$ cat config.mk
export PLATFORM = sky130hd
export DESIGN_NAME = alsu_pipe_flat
export DESIGN_NICKNAME = d
export VERILOG_FILES = /design/src/rtl/alsu_if.sv /design/src/rtl/alsu_pipe.sv /design/src/flat_wrapper.sv
export SDC_FILE = /design/constraint.sdc
export NUM_CORES = 1
export LEC_CHECK = 0
export BUFFER_PORTS_ARGS = -buffer_cell sky130_fd_sc_hd__buf_2
export CAP_MARGIN = 30
export CORE_MARGIN = 2
export CORE_UTILIZATION = 40
export CTS_CLUSTER_SIZE = 16
export DETAILED_ROUTE_END_ITERATION = 7
export SLEW_MARGIN = 0
export SYNTH_ARGS = -nofsm -noshare
export SYNTH_HDL_FRONTEND = slang
export SYNTH_SLANG_ARGS = --single-unit
$ cat constraint.sdc
create_clock -name clk -period 2.6 [get_ports clk]
set_clock_uncertainty 0.1 [all_clocks]
set_input_delay 0.26 -clock clk [delete_from_list [all_inputs] [get_ports clk]]
set_output_delay 0.26 -clock clk [all_outputs]
set_load 0.03 [all_outputs]
$ cat src/rtl/alsu_if.sv
// ---------------------------------------------------------------------------
// alsu_if : request/response bundle of the pipelined ALSU.
//
// Handshake: valid-only, no ready. A request is accepted on every rising
// clk edge where in_valid=1; the DUT cannot stall. A response is present
// for exactly the one cycle where out_valid=1; the consumer must take it.
//
// Signals (master = request source / response sink, slave = ALSU):
//   in_valid, A, B, opcode, cin, serial_in, direction,
//   red_op_A, red_op_B, bypass_A, bypass_B   master -> slave
//   out, out_valid, invalid, leds            slave  -> master
// ---------------------------------------------------------------------------
interface alsu_if #(
    parameter int WIDTH = 3,
    parameter int LED_W = 16
);
    logic               in_valid;
    logic [WIDTH-1:0]   A;
    logic [WIDTH-1:0]   B;
    logic [2:0]         opcode;
    logic               cin;
    logic               serial_in;
    logic               direction;
    logic               red_op_A;
    logic               red_op_B;
    logic               bypass_A;
    logic               bypass_B;
    logic [2*WIDTH-1:0] out;
    logic               out_valid;
    logic               invalid;
    logic [LED_W-1:0]   leds;

    modport master (
        output in_valid, A, B, opcode, cin, serial_in, direction,
               red_op_A, red_op_B, bypass_A, bypass_B,
        input  out, out_valid, invalid, leds
    );

    modport slave (
        input  in_valid, A, B, opcode, cin, serial_in, direction,
               red_op_A, red_op_B, bypass_A, bypass_B,
        output out, out_valid, invalid, leds
    );
endinterface

$ cat src/rtl/alsu_pipe.sv
// ---------------------------------------------------------------------------
// alsu_pipe : two-stage pipelined ALSU with invalid-request detection and
// an error state machine driving a blinking LED bank.
//
// Ports:
//   clk      system clock, all state on the rising edge
//   rst      synchronous active-high reset
//   bus_if   alsu_if.slave request/response bundle (see alsu_if.sv)
//   state_o  error FSM state (0 IDLE, 1 RUN, 2 ERR) for observation
//
// Stage 1 captures the request, stage 2 computes and registers the result,
// so a request sampled at edge N appears after edge N+1.
// ---------------------------------------------------------------------------
module alsu_pipe #(
    parameter int    WIDTH          = 3,
    parameter string INPUT_PRIORITY = "A",
    parameter string FULL_ADDER     = "ON",
    parameter int    LED_W          = 16
) (
    input  logic       clk,
    input  logic       rst,
    alsu_if.slave      bus_if,
    output logic [1:0] state_o
);
    localparam int OUT_W  = 2 * WIDTH;
    localparam bit PRIO_B = (INPUT_PRIORITY == "B");
    localparam bit FA_ON  = (FULL_ADDER == "ON");

    typedef enum logic [1:0] {
        ST_IDLE = 2'd0,
        ST_RUN  = 2'd1,
        ST_ERR  = 2'd2
    } state_t;

    // Stage 1 registers
    logic             s1_valid_q;
    logic [WIDTH-1:0] a_q, b_q;
    logic [2:0]       op_q;
    logic             cin_q, serial_q, dir_q;
    logic             red_a_q, red_b_q, byp_a_q, byp_b_q;

    // Stage 2 registers and next-state values
    logic [OUT_W-1:0] out_q, out_d;
    logic             out_valid_q;
    logic             inv_q, inv_d;
    state_t           state_q;
    logic [LED_W-1:0] leds_q;

    logic [WIDTH:0]   sum;
    logic [OUT_W-1:0] prod;
    logic             red_and, red_xor;

    always_ff @(posedge clk) begin
        if (rst) begin
            s1_valid_q <= 1'b0;
            a_q        <= '0;
            b_q        <= '0;
            op_q       <= '0;
            cin_q      <= 1'b0;
            serial_q   <= 1'b0;
            dir_q      <= 1'b0;
            red_a_q    <= 1'b0;
            red_b_q    <= 1'b0;
            byp_a_q    <= 1'b0;
            byp_b_q    <= 1'b0;
        end else begin
            s1_valid_q <= bus_if.in_valid;
            if (bus_if.in_valid) begin
                a_q      <= bus_if.A;
                b_q      <= bus_if.B;
                op_q     <= bus_if.opcode;
                cin_q    <= bus_if.cin;
                serial_q <= bus_if.serial_in;
                dir_q    <= bus_if.direction;
                red_a_q  <= bus_if.red_op_A;
                red_b_q  <= bus_if.red_op_B;
                byp_a_q  <= bus_if.bypass_A;
                byp_b_q  <= bus_if.bypass_B;
            end
        end
    end

    assign sum  = {1'b0, a_q} + {1'b0, b_q} + {{WIDTH{1'b0}}, (FA_ON & cin_q)};
    assign prod = {{WIDTH{1'b0}}, a_q} * {{WIDTH{1'b0}}, b_q};

    // Reduction operand selection; only meaningful when a red_op flag is set.
    always_comb begin
        red_and = PRIO_B ? &b_q : &a_q;
        red_xor = PRIO_B ? ^b_q : ^a_q;
        if (red_a_q && !red_b_q) begin
            red_and = &a_q;
            red_xor = ^a_q;
        end else if (red_b_q && !red_a_q) begin
            red_and = &b_q;
            red_xor = ^b_q;
        end
    end

    always_comb begin
        out_d = out_q;
        inv_d = 1'b0;
        if (byp_a_q || byp_b_q) begin
            // Bypass overrides the opcode and is never flagged invalid.
            if (byp_a_q && byp_b_q)
                out_d = PRIO_B ? {{WIDTH{1'b0}}, b_q} : {{WIDTH{1'b0}}, a_q};
            else if (byp_a_q)
                out_d = {{WIDTH{1'b0}}, a_q};
            else
                out_d = {{WIDTH{1'b0}}, b_q};
        end else begin
            case (op_q)
                3'b000: out_d = (red_a_q || red_b_q) ? {{(OUT_W-1){1'b0}}, red_and}
                                                     : {{WIDTH{1'b0}}, a_q & b_q};
                3'b001: out_d = (red_a_q || red_b_q) ? {{(OUT_W-1){1'b0}}, red_xor}
                                                     : {{WIDTH{1'b0}}, a_q ^ b_q};
                3'b010: out_d = {{(WIDTH-1){1'b0}}, sum};
                3'b011: out_d = prod;
                // Shift and rotate act on the last registered result.
                3'b100: out_d = dir_q ? {out_q[OUT_W-2:0], serial_q}
                                      : {serial_q, out_q[OUT_W-1:1]};
                3'b101: out_d = dir_q ? {out_q[OUT_W-2:0], out_q[OUT_W-1]}
                                      : {out_q[0], out_q[OUT_W-1:1]};
                default: begin
                    out_d = '0;
                    inv_d = 1'b1;
                end
            endcase
            // Reduction flags are only legal with AND/XOR.
            if ((red_a_q || red_b_q) && (op_q[2:1] != 2'b00)) begin
                out_d = '0;
                inv_d = 1'b1;
            end
        end
    end

    always_ff @(posedge clk) begin
        if (rst) begin
            out_q       <= '0;
            out_valid_q <= 1'b0;
            inv_q       <= 1'b0;
        end else begin
            out_valid_q <= s1_valid_q;
            inv_q       <= s1_valid_q & inv_d;
            if (s1_valid_q)
                out_q <= out_d;
        end
    end

    // Error FSM; leds toggle every cycle in ERR regardless of traffic.
    always_ff @(posedge clk) begin
        if (rst) begin
            state_q <= ST_IDLE;
            leds_q  <= '0;
        end else begin
            case (state_q)
                ST_IDLE, ST_RUN: begin
                    if (s1_valid_q && inv_d) begin
                        state_q <= ST_ERR;
                        leds_q  <= '1;
                    end else if (s1_valid_q) begin
                        state_q <= ST_RUN;
                        leds_q  <= '0;
                    end
                end
                ST_ERR: begin
                    if (s1_valid_q && !inv_d) begin
                        state_q <= ST_RUN;
                        leds_q  <= '0;
                    end else begin
                        leds_q <= ~leds_q;
                    end
                end
                default: begin
                    state_q <= ST_IDLE;
                    leds_q  <= '0;
                end
            endcase
        end
    end

    assign bus_if.out       = out_q;
    assign bus_if.out_valid = out_valid_q;
    assign bus_if.invalid   = inv_q;
    assign bus_if.leds      = leds_q;
    assign state_o          = state_q;
endmodule

$ cat src/flat_wrapper.sv
// flat-port wrapper written by rule: the top's interface ports become plain ports
module alsu_pipe_flat 
#(
    parameter int    WIDTH          = 3,
    parameter string INPUT_PRIORITY = " ",
    parameter string FULL_ADDER     = "  ",
    parameter int    LED_W          = 16
)
  (clk, rst, state_o, bus_if_in_valid, bus_if_A, bus_if_B, bus_if_opcode, bus_if_cin, bus_if_serial_in, bus_if_direction, bus_if_red_op_A, bus_if_red_op_B, bus_if_bypass_A, bus_if_bypass_B, bus_if_out, bus_if_out_valid, bus_if_invalid, bus_if_leds);
  alsu_if #(.WIDTH(WIDTH), .LED_W(LED_W)) bus_if_i ();
  input  logic clk;
  input  logic rst;
  output logic [1:0] state_o;
  input wire logic [$bits(bus_if_i.in_valid)-1:0] bus_if_in_valid;
  input wire logic [$bits(bus_if_i.A)-1:0] bus_if_A;
  input wire logic [$bits(bus_if_i.B)-1:0] bus_if_B;
  input wire logic [$bits(bus_if_i.opcode)-1:0] bus_if_opcode;
  input wire logic [$bits(bus_if_i.cin)-1:0] bus_if_cin;
  input wire logic [$bits(bus_if_i.serial_in)-1:0] bus_if_serial_in;
  input wire logic [$bits(bus_if_i.direction)-1:0] bus_if_direction;
  input wire logic [$bits(bus_if_i.red_op_A)-1:0] bus_if_red_op_A;
  input wire logic [$bits(bus_if_i.red_op_B)-1:0] bus_if_red_op_B;
  input wire logic [$bits(bus_if_i.bypass_A)-1:0] bus_if_bypass_A;
  input wire logic [$bits(bus_if_i.bypass_B)-1:0] bus_if_bypass_B;
  output wire logic [$bits(bus_if_i.out)-1:0] bus_if_out;
  output wire logic [$bits(bus_if_i.out_valid)-1:0] bus_if_out_valid;
  output wire logic [$bits(bus_if_i.invalid)-1:0] bus_if_invalid;
  output wire logic [$bits(bus_if_i.leds)-1:0] bus_if_leds;
  assign bus_if_i.in_valid = bus_if_in_valid;
  assign bus_if_i.A = bus_if_A;
  assign bus_if_i.B = bus_if_B;
  assign bus_if_i.opcode = bus_if_opcode;
  assign bus_if_i.cin = bus_if_cin;
  assign bus_if_i.serial_in = bus_if_serial_in;
  assign bus_if_i.direction = bus_if_direction;
  assign bus_if_i.red_op_A = bus_if_red_op_A;
  assign bus_if_i.red_op_B = bus_if_red_op_B;
  assign bus_if_i.bypass_A = bus_if_bypass_A;
  assign bus_if_i.bypass_B = bus_if_bypass_B;
  assign bus_if_out = bus_if_i.out;
  assign bus_if_out_valid = bus_if_i.out_valid;
  assign bus_if_invalid = bus_if_i.invalid;
  assign bus_if_leds = bus_if_i.leds;
  alsu_pipe #(.WIDTH(WIDTH), .INPUT_PRIORITY(INPUT_PRIORITY), .FULL_ADDER(FULL_ADDER), .LED_W(LED_W)) u_core (.clk(clk), .rst(rst), .bus_if(bus_if_i), .state_o(state_o));
endmodule
==> results.yml, run 1 <==
placed_design:
  io_buffers: 43
  dpl.hpwl_mm: 3.85
  gp_congestion: 0.855
  dp_slack_ps: 302
routing:
  drc_errors: 0
  dr.pass1.iters: 4
  routed_wl_mm: 5.40
  via_per_inst: 5.23
  antenna_left: 0
  via_count: 1986
  wl_per_cell_um: 14.2
  drtIter0Drc: 77
synthesis:
  async_flop_share_pct: 0
  ys_seq_area_share_pct: 34.8
  synth.most_common_cell: "dfxtp_1"
  synth_seq_cells: 42
  avgSynthCellArea_um2: 9.11
  synth_adder_area_share_pct: 7.88
  syn_inst: 265
  synth_compound_area_share_pct: 19.4
  syn_nets: 298
  ys_types: 47
  ys_top_cells_by_count: "dfxtp_1 (42), nor2_1 (30), nand2_1 (28), mux2i_1 (24), nor2b_1 (15)"
  synth_top_cell_by_area: "dfxtp_1"
  synthesis.area_mm2: 0.00241
  synth-simple-area-share_pct: 20.5
  synth-xor-area-share_pct: 1.81
  ys.flop_type: "dfxtp_1"
  synth_top_area_share_pct: 34.8
  synth_top_family_by_area: "simple AND/OR/NAND/NOR gates"
  synth_edf_count: 0
  yosysWarnings: 0
  synthTopCellsByArea: "dfxtp_1 (35%), mux2i_1 (9.9%), a221oi_2 (6.2%), ha_1 (6.2%), nor2_1 (4.7%)"
  yosys-mux-area-fraction_pct: 10.4
timing:
  hold_violations: 0
  max_slew_margin_pct: 60.7
  rsz0062_at_grt: "false"
  slew_violations: 0
  setup_tns_ps: 0
  fin_crit_ps: 2310
  hold_ws_ps: 81.5
  setup_viol: 0
  fmax_mhz: 433
  worst_slew_pin_slew_ps: 588
  layout_setup_ws_ps: 291
  period_share_pct: 88.8
critical_path:
  cpPeakStageDelay_ps: 480
  path_buf_inv: 0
  crit_fanout: 7
  cp-end-kind: "flop"
  path_class: "reg -> reg"
  crit_chain: "nand2_1 -> xnor2_1 -> ha_1 -> ha_1 -> fa_1 -> nor2b_1 -> o32a_1 -> o32ai_1"
  crit_top_cell: "ha_1"
  crit_arrival_ps: 2430
  path_delay_family: "adder cells"
  critPathSlowestCell: "fa_1"
  worstPathRequired_ps: 2720
  crit_path_start_kind: "flop"
clocking:
  cts-root-buf: "clkbuf_8"
  cts_sinks: 42
  h-tree-depth: 2
  cts_tree: "built"
  cts_buffer_depth: 2
  insertion_delay_ps: 310
  ctsHoldBuffers: 0
  path_clk_slew_ps: 90
  post_cts_buffers: 0
  ctsResizeCount: 0
  cts_made_buffers: 5
finish:
  regArea_um2: 841
  n_antenna_cell: 0
  nFillCells: 609
  finish.net_count: 337
  drive_above_1_share_pct: 24.9
  syn_to_final_growth_pct: 14.8
  multiInputGateArea_mm2: 0.00145
  final_util_pct: 47.1
power:
  switchingPower_w: 0.000487
  p_leak_nw: 1.22
  clkPwrFrac_pct: 30.2
  worst_ir_drop_vdd_v: 0.000282
  finalPower_w: 0.00149
  p_int_w: 0.00100
  power_density_mw_per_mm2: 536
  comb_power_share_pct: 20.3
  swShare_pct: 32.7
  seqPwrFrac_pct: 49.5
min_path:
  hold_path_class: "in -> reg"
job:
  maxCapViolations: 0
grt:
  grt_max_degree: 34
  antenna_found_initial: 0
  grt_pass1_wl_mm: 9.00
  grt-ovfl-total: 0
  grt_pass1_vias: 1819
  grtUsageTotal_pct: 17.3
status:
  status: "finished, final reports clean"
die:
  ioPinCount: 45
  initial_core_util_pct: 41.0
  row_count: 28
  fp.dieW_um: 81.7
  dieArea_mm2: 0.00667
  core_mm2: 0.00589
  die_h_um: 81.7
routing by layer:
metal  GRT usage, %  vias to the layer above  wire length, um  share of wire [%]
met5              0                        -                0                  0
met4           5.67                        0               67                1.2
met1           25.2                      920             2830                 52
met3           4.18                        6              261                4.8
li1               -                     1021                -                  -
met2           25.0                       39             2240                 41
kinds of logic after synthesis:
kind of cell             Yosys count
adder cells (fa/ha/maj)           14
XOR/XNOR                           5
AND/OR/NAND/NOR                   98
AO/OA/AOI/OAI                     55
multiplexers                      25
flip-flops                        42
buffers and inverters             26
final timing paths:
kind	from	to	slack, ps	cells after the start
setup reg to reg	u_core.a_q[0]$_SDFFE_PP0P_	u_core.bus_if.out[3]$_SDFFE_PP0P_	290	8
hold / removal	bus_if_direction	u_core.dir_q$_SDFFE_PP0P_	80	3
setup / recovery	u_core.a_q[0]$_SDFFE_PP0P_	u_core.bus_if.out[3]$_SDFFE_PP0P_	290	8
hold reg to reg	u_core.bus_if.leds[10]$_SDFFE_PP0P_	u_core.bus_if.leds[10]$_SDFFE_PP0P_	390	2
placed cells by master, fill, tap and decap left out, types with 6 or more instances in the layout:
cell	count
buf_2	43
dfxtp_1	42
nor2_1	30
nand2_1	28
mux2i_1	24
nor2b_1	15
ha_1	12
a221oi_2	10
inv_1	9
o21ai_0	9
a31oi_1	6
buf_4	6
power by group through the flow:
stage	Clock, W	Combinational (W)	Sequential (W)
2_1_floorplan	0	0.000188	0.000786
3_3_place_gp	0	0.000300	0.000749
3_5_place_dp	0	0.000303	0.000750
4_1_cts	0.000467	0.000304	0.000735
5_1_grt	0.000497	0.000334	0.000743
6_report	0.000450	0.000302	0.000736
flip-flops by register name, indices dropped and copies added (netlist names), 2 cells and up:
name                count
u_core.op_q             3
u_core.state_o          2
u_core.bus_if.out       6
u_core.bus_if.leds     16
u_core.a_q              3
u_core.b_q              3
metrics by stage:
stage,cell area (um2),std cells
floorplan,2410,265
CTS,2770,380
global route,2770,380
global placement,2680,372
detailed placement,2680,372
finish,2770,380
worst register-to-register path, cell delays in order, from the launching register on:
cell and delay (ps):
dfxtp_1 460, nand2_1 100, xnor2_1 140, ha_1 290
ha_1 230, fa_1 480, nor2b_1 40, o32a_1 280
o32ai_1 100
layout make-up:
class	count	area share [%]
timing repair buffer	49	9.39
sequential	42	30.3
inverter	9	1.22
clock buffer	5	2.48
tap	75	3.38
clock inverter	3	0.903
multi-input combinational	197	52.3
Power figures use the tool's default switching activity.
==> inputs of run 2 (changes only) <==
--- a/config.mk
+++ b/config.mk
@@ -11,6 +11,7 @@
 export CORE_UTILIZATION = 40
 export CTS_CLUSTER_SIZE = 16
 export DETAILED_ROUTE_END_ITERATION = 7
+export PLACE_DENSITY = 0.63
 export SLEW_MARGIN = 0
 export SYNTH_ARGS = -nofsm -noshare
 export SYNTH_HDL_FRONTEND = slang
==> run 2 against run 1 <==
- count of clock-buffer cells in the layout unchanged
- die area unchanged
- highest routed layer unchanged
- clock power decreased by 2%
- sequential cell count unchanged
- sequential share of layout area increased by 0.18 points
==> results.yml, run 2 (synthesized netlist as in run 1, its figures left out) <==
die:
  die_h_um: 81.7
  row_count: 28
  ioPinCount: 45
  initial_core_util_pct: 41.0
  dieArea_mm2: 0.00667
  fp.dieW_um: 81.7
  core_mm2: 0.00589
timing:
  period_share_pct: 95.0
  fin_crit_ps: 2470
  fmax_mhz: 405
  hold_ws_ps: 88.5
  setup_viol: 0
  max_slew_margin_pct: 50.2
  worst_slew_pin_slew_ps: 747
  hold_violations: 0
  slew_violations: 0
  setup_tns_ps: 0
  rsz0062_at_grt: "false"
clocking:
  cts_sinks: 42
  path_clk_slew_ps: 90
  cts-root-buf: "clkbuf_8"
  cts_tree: "built"
  ctsHoldBuffers: 0
  h-tree-depth: 2
  cts_buffer_depth: 2
  cts_made_buffers: 5
  insertion_delay_ps: 300
  post_cts_buffers: 0
  ctsResizeCount: 0
finish:
  final_cell_mix: "buf_2 (43), dfxtp_1 (42), nor2_1 (30)"
  drive_above_1_share_pct: 24.4
  finish.net_count: 335
  largest_reg_flops: 16
  final_common_cell: "buf_2"
  n_antenna_cell: 0
  stdcell_count: 378
  syn_to_final_growth_pct: 14.1
routing:
  met2_length_mm: 2.34
  dr.pass1.iters: 4
  wl_met1_mm: 2.75
  wl_per_cell_um: 14.4
  via_count: 2025
  antenna_left: 0
  routed_wl_mm: 5.45
  via_per_inst: 5.36
  drtIter0Drc: 110
  top_layer_used: "met4"
  dr_wl_met3_um: 300
  drc_errors: 0
power:
  comb_power_share_pct: 20.3
  clkPwrFrac_pct: 30.0
  swShare_pct: 32.7
  p_leak_nw: 1.20
  power_density_mw_per_mm2: 537
  switchingPower_w: 0.000483
  worst_ir_drop_vdd_v: 0.000308
  seqPwrFrac_pct: 49.8
  p_int_w: 0.000997
critical_path:
  crit_arrival_ps: 2570
  path_delay_family: "adder cells"
  crit_top_cell: "ha_1"
  path_class: "reg -> reg"
  worstPathRequired_ps: 2700
  cpPeakStageDelay_ps: 490
  cp-end-kind: "flop"
  crit_path_start_kind: "flop"
  path_buf_inv: 0
  critPathSlowestCell: "fa_1"
  crit_chain: "ha_1 -> xnor2_1 -> ha_1 -> ha_1 -> fa_1 -> nor2b_1 -> o32a_1 -> o32ai_1"
  crit_fanout: 8
placed_design:
  dpl.hpwl_mm: 3.94
  gp_congestion: 0.824
  io_buffers: 43
  place_inst: 370
min_path:
  hold_path_class: "in -> reg"
grt:
  grtUsageTotal_pct: 16.9
  grt_pass1_wl_mm: 8.76
  grt-ovfl-total: 0
  antenna_found_initial: 0
  grt_max_degree: 32
  grt_pass1_vias: 1761
status:
  status: "finished, final reports clean"
job:
  maxCapViolations: 0
[run 2: changes by cell type in the layout (fill, tap and decap cells not counted)]
| cell | change |
|---|---|
| buf_4 | -2 |
| clkinv_4 | -1 |
| clkinvlp_4 | +1 |
[run 2: power by group through the flow]
| stage | Clock, W | Sequential, W | Combinational [W] |
|---|---|---|---|
| 2_1_floorplan | 0 | 0.000786 | 0.000188 |
| 3_3_place_gp | 0 | 0.000749 | 0.000296 |
| 3_5_place_dp | 0 | 0.000751 | 0.000302 |
| 4_1_cts | 0.000458 | 0.000736 | 0.000303 |
| 5_1_grt | 0.000484 | 0.000744 | 0.000331 |
| 6_report | 0.000443 | 0.000736 | 0.000300 |
[run 2: worst reg2reg max path, cell delays in order, from the launching register on]
cell	delay [ps]
dfxtp_1	480
ha_1	240
xnor2_1	130
ha_1	260
ha_1	240
fa_1	490
nor2b_1	40
o32a_1	280
o32ai_1	100
[run 2: routing by layer]
metal / GRT usage, % / vias up
met5: 0 / -
li1: - / 1018
met2: 24.8 / 62
met4: 4.33 / 0
met3: 3.85 / 7
met1: 24.9 / 938
[run 2: final cells by class]
class | count | area (um2)
fillers | 599 | 3130
multi-input cells | 197 | 1450
flip-flops and latches | 42 | 841
repair buffers | 47 | 245
well taps | 75 | 93.8
clock buffers | 5 | 68.8
inverters | 9 | 33.8
clock inverters | 3 | 23.8
[run 2: worst paths after layout]
check / start / to / slack [ps] / cells after the start
worst min-delay path: bus_if_red_op_B / u_core.red_b_q$_SDFFE_PP0P_ / 90 / 3
worst max register to register: u_core.a_q[1]$_SDFFE_PP0P_ / u_core.bus_if.out[3]$_SDFFE_PP0P_ / 130 / 8
worst min register to register: u_core.bus_if.leds[15]$_SDFFE_PP0P_ / u_core.bus_if.leds[15]$_SDFFE_PP0P_ / 390 / 2
worst max-delay path: u_core.a_q[1]$_SDFFE_PP0P_ / u_core.bus_if.out[3]$_SDFFE_PP0P_ / 130 / 8
[run 2: per-stage QoR]
stage                     util (%)  power [W]  setup slack (ps)  area (um2)
after global placement        45.3    0.00104               218        2660
after detailed placement      45.3    0.00105               162        2660
after floorplan                  -   0.000973               367        2410
after global routing          46.8    0.00156              24.1        2760
final                         46.8    0.00148               131        2760
after CTS                     46.8    0.00150               124        2760
==> inputs of run 3 (changes only) <==
--- a/config.mk
+++ b/config.mk
@@ -7,7 +7,6 @@
 export LEC_CHECK = 0
 export BUFFER_PORTS_ARGS = -buffer_cell sky130_fd_sc_hd__buf_2
 export CAP_MARGIN = 30
-export CORE_MARGIN = 2
 export CORE_UTILIZATION = 40
 export CTS_CLUSTER_SIZE = 16
 export DETAILED_ROUTE_END_ITERATION = 7
==> constraint.sdc (replaced) <==
create_clock -name clk -period 2.6 [get_ports clk]
set_clock_uncertainty 0.1 [all_clocks]
set_input_delay 0 -clock clk [delete_from_list [all_inputs] [get_ports clk]]
set_output_delay 0 -clock clk [all_outputs]
set_load 0.03 [all_outputs]
==> run 3 against run 2 <==
- sequential share of layout area is 1.9 points lower
- core utilization is 4.9 points higher
- clock power is 19% higher
- sequential power hardly changed
- non-clock buffer count is 17 higher
- worst hold slack better by 24 ps
- fmax is 1.7% higher
- count of clock-buffer cells in the layout is 1 higher
- critical path type unchanged
- largest power group unchanged
==> results.yml, run 3 (synthesized netlist as in run 1, its figures left out) <==
timing:
  hold_violations: 0
  max_slew_margin_pct: 41.2
  rsz0062_at_grt: "false"
  period_share_pct: 93.4
  fin_crit_ps: 2430
  setup_viol: 0
  setup_tns_ps: 0
  slew_violations: 0
  fmax_mhz: 412
  worst_slew_pin_slew_ps: 882
power:
  swShare_pct: 28.7
  seqPwrFrac_pct: 46.5
  power_density_mw_per_mm2: 539
  p_leak_nw: 1.29
  comb_power_share_pct: 20.3
  worst_ir_drop_vdd_v: 0.000289
  p_int_w: 0.00113
  clkPwrFrac_pct: 33.2
  switchingPower_w: 0.000455
grt:
  grt_max_degree: 43
  antenna_found_initial: 0
  grt_pass1_vias: 2010
  grtUsageTotal_pct: 19.7
  grt_pass1_wl_mm: 9.58
  grt-ovfl-total: 0
routing:
  met2_length_mm: 2.71
  dr.pass1.iters: 4
  wl_met1_mm: 2.73
  top_layer_used: "met4"
  drc_errors: 0
  antenna_left: 0
  routed_wl_mm: 5.67
  dr_wl_met3_um: 145
  via_per_inst: 5.25
  via_count: 2051
  drtIter0Drc: 111
  wl_per_cell_um: 14.5
finish:
  drive_above_1_share_pct: 23.5
  finish.net_count: 352
  n_antenna_cell: 0
  final_common_cell: "buf_2"
  syn_to_final_growth_pct: 21.7
  final_cell_mix: "buf_2 (43), dfxtp_1 (42), nor2_1 (30)"
  largest_reg_flops: 16
  final_util_pct: 51.8
die:
  die_h_um: 79.7
  row_count: 27
  core_mm2: 0.00568
  fp.dieW_um: 79.7
  initial_core_util_pct: 42.5
  ioPinCount: 45
  dieArea_mm2: 0.00635
clocking:
  cts_sinks: 42
  cts-root-buf: "clkbuf_8"
  cts_buffer_depth: 2
  path_clk_slew_ps: 80
  cts_tree: "built"
  insertion_delay_ps: 300
  post_cts_buffers: 0
  ctsResizeCount: 0
  h-tree-depth: 2
  cts_made_buffers: 5
critical_path:
  crit_path_start_kind: "flop"
  worstPathRequired_ps: 2710
  crit_fanout: 8
  crit_arrival_ps: 2530
  path_class: "reg -> reg"
  cp-end-kind: "flop"
status:
  status: "finished, final reports clean"
min_path:
  hold_path_class: "in -> reg"
placed_design:
  gp_congestion: 0.806
  io_buffers: 43
  dpl.hpwl_mm: 3.95
job:
  maxCapViolations: 0
-- run 3: stage by stage --
step / setup slack, ps / instance area (um2) / total power, W / instances / hold slack, ps
final: 172 / 2940 / 0.00158 / 391 / 113
after global routing: 30.6 / 2940 / 0.00168 / 391 / 133
after CTS: 173 / 2940 / 0.00160 / 391 / 109
after detailed placement: 204 / 2680 / 0.00106 / 369 / 142
after global placement: 241 / 2680 / 0.00105 / 369 / 132
after floorplan: 367 / 2410 / 0.000973 / 265 / 47.2
-- run 3: worst paths after layout --
path,from,end,slack (ps),depth (start not counted)
hold reg to reg,u_core.bus_if.leds[7]$_SDFFE_PP0P_,u_core.bus_if.leds[7]$_SDFFE_PP0P_,390,2
hold / removal,bus_if_in_valid,u_core.s1_valid_q$_SDFF_PP0_,110,2
setup reg to reg,u_core.a_q[1]$_SDFFE_PP0P_,u_core.bus_if.out[3]$_SDFFE_PP0P_,170,8
setup / recovery,u_core.a_q[1]$_SDFFE_PP0P_,u_core.bus_if.out[3]$_SDFFE_PP0P_,170,8
-- run 3: worst max-delay path, cell delays in order, from the launching register on --
cell	delay, ps
dfxtp_1	470
ha_1	240
xnor2_1	130
ha_1	260
ha_1	230
fa_1	480
nor2b_1	40
o32a_1	290
o32ai_1	100
-- run 3: repair_timing --
action                                 CTS  global route
setup endpoints to repair                0             0
endpoints found under the hold margin   15             0
hold buffers                            15             0
-- run 3: cell type report --
cell class | count | area (um2)
Timing Repair Buffer | 64 | 410
Fill cell | 553 | 2740
Multi-Input combinational cell | 197 | 1450
Inverter | 9 | 33.8
Tap cell | 72 | 90.1
Sequential cell | 42 | 841
Clock buffer | 6 | 82.6
Clock inverter | 1 | 30.0
-- run 3: power by group through the flow --
stage / clock network, W / logic [W] / registers (W)
floorplan: 0 / 0.000188 / 0.000786
global route: 0.000579 / 0.000355 / 0.000745
finish: 0.000527 / 0.000322 / 0.000736
detailed placement: 0 / 0.000306 / 0.000751
CTS: 0.000543 / 0.000324 / 0.000736
global placement: 0 / 0.000300 / 0.000748
-- run 3: layer usage --
metal / global-route usage (%) / vias up
met5: 0 / -
met3: 3.77 / 6
met4: 7.45 / 0
met2: 33.0 / 28
met1: 24.7 / 969
li1: - / 1048
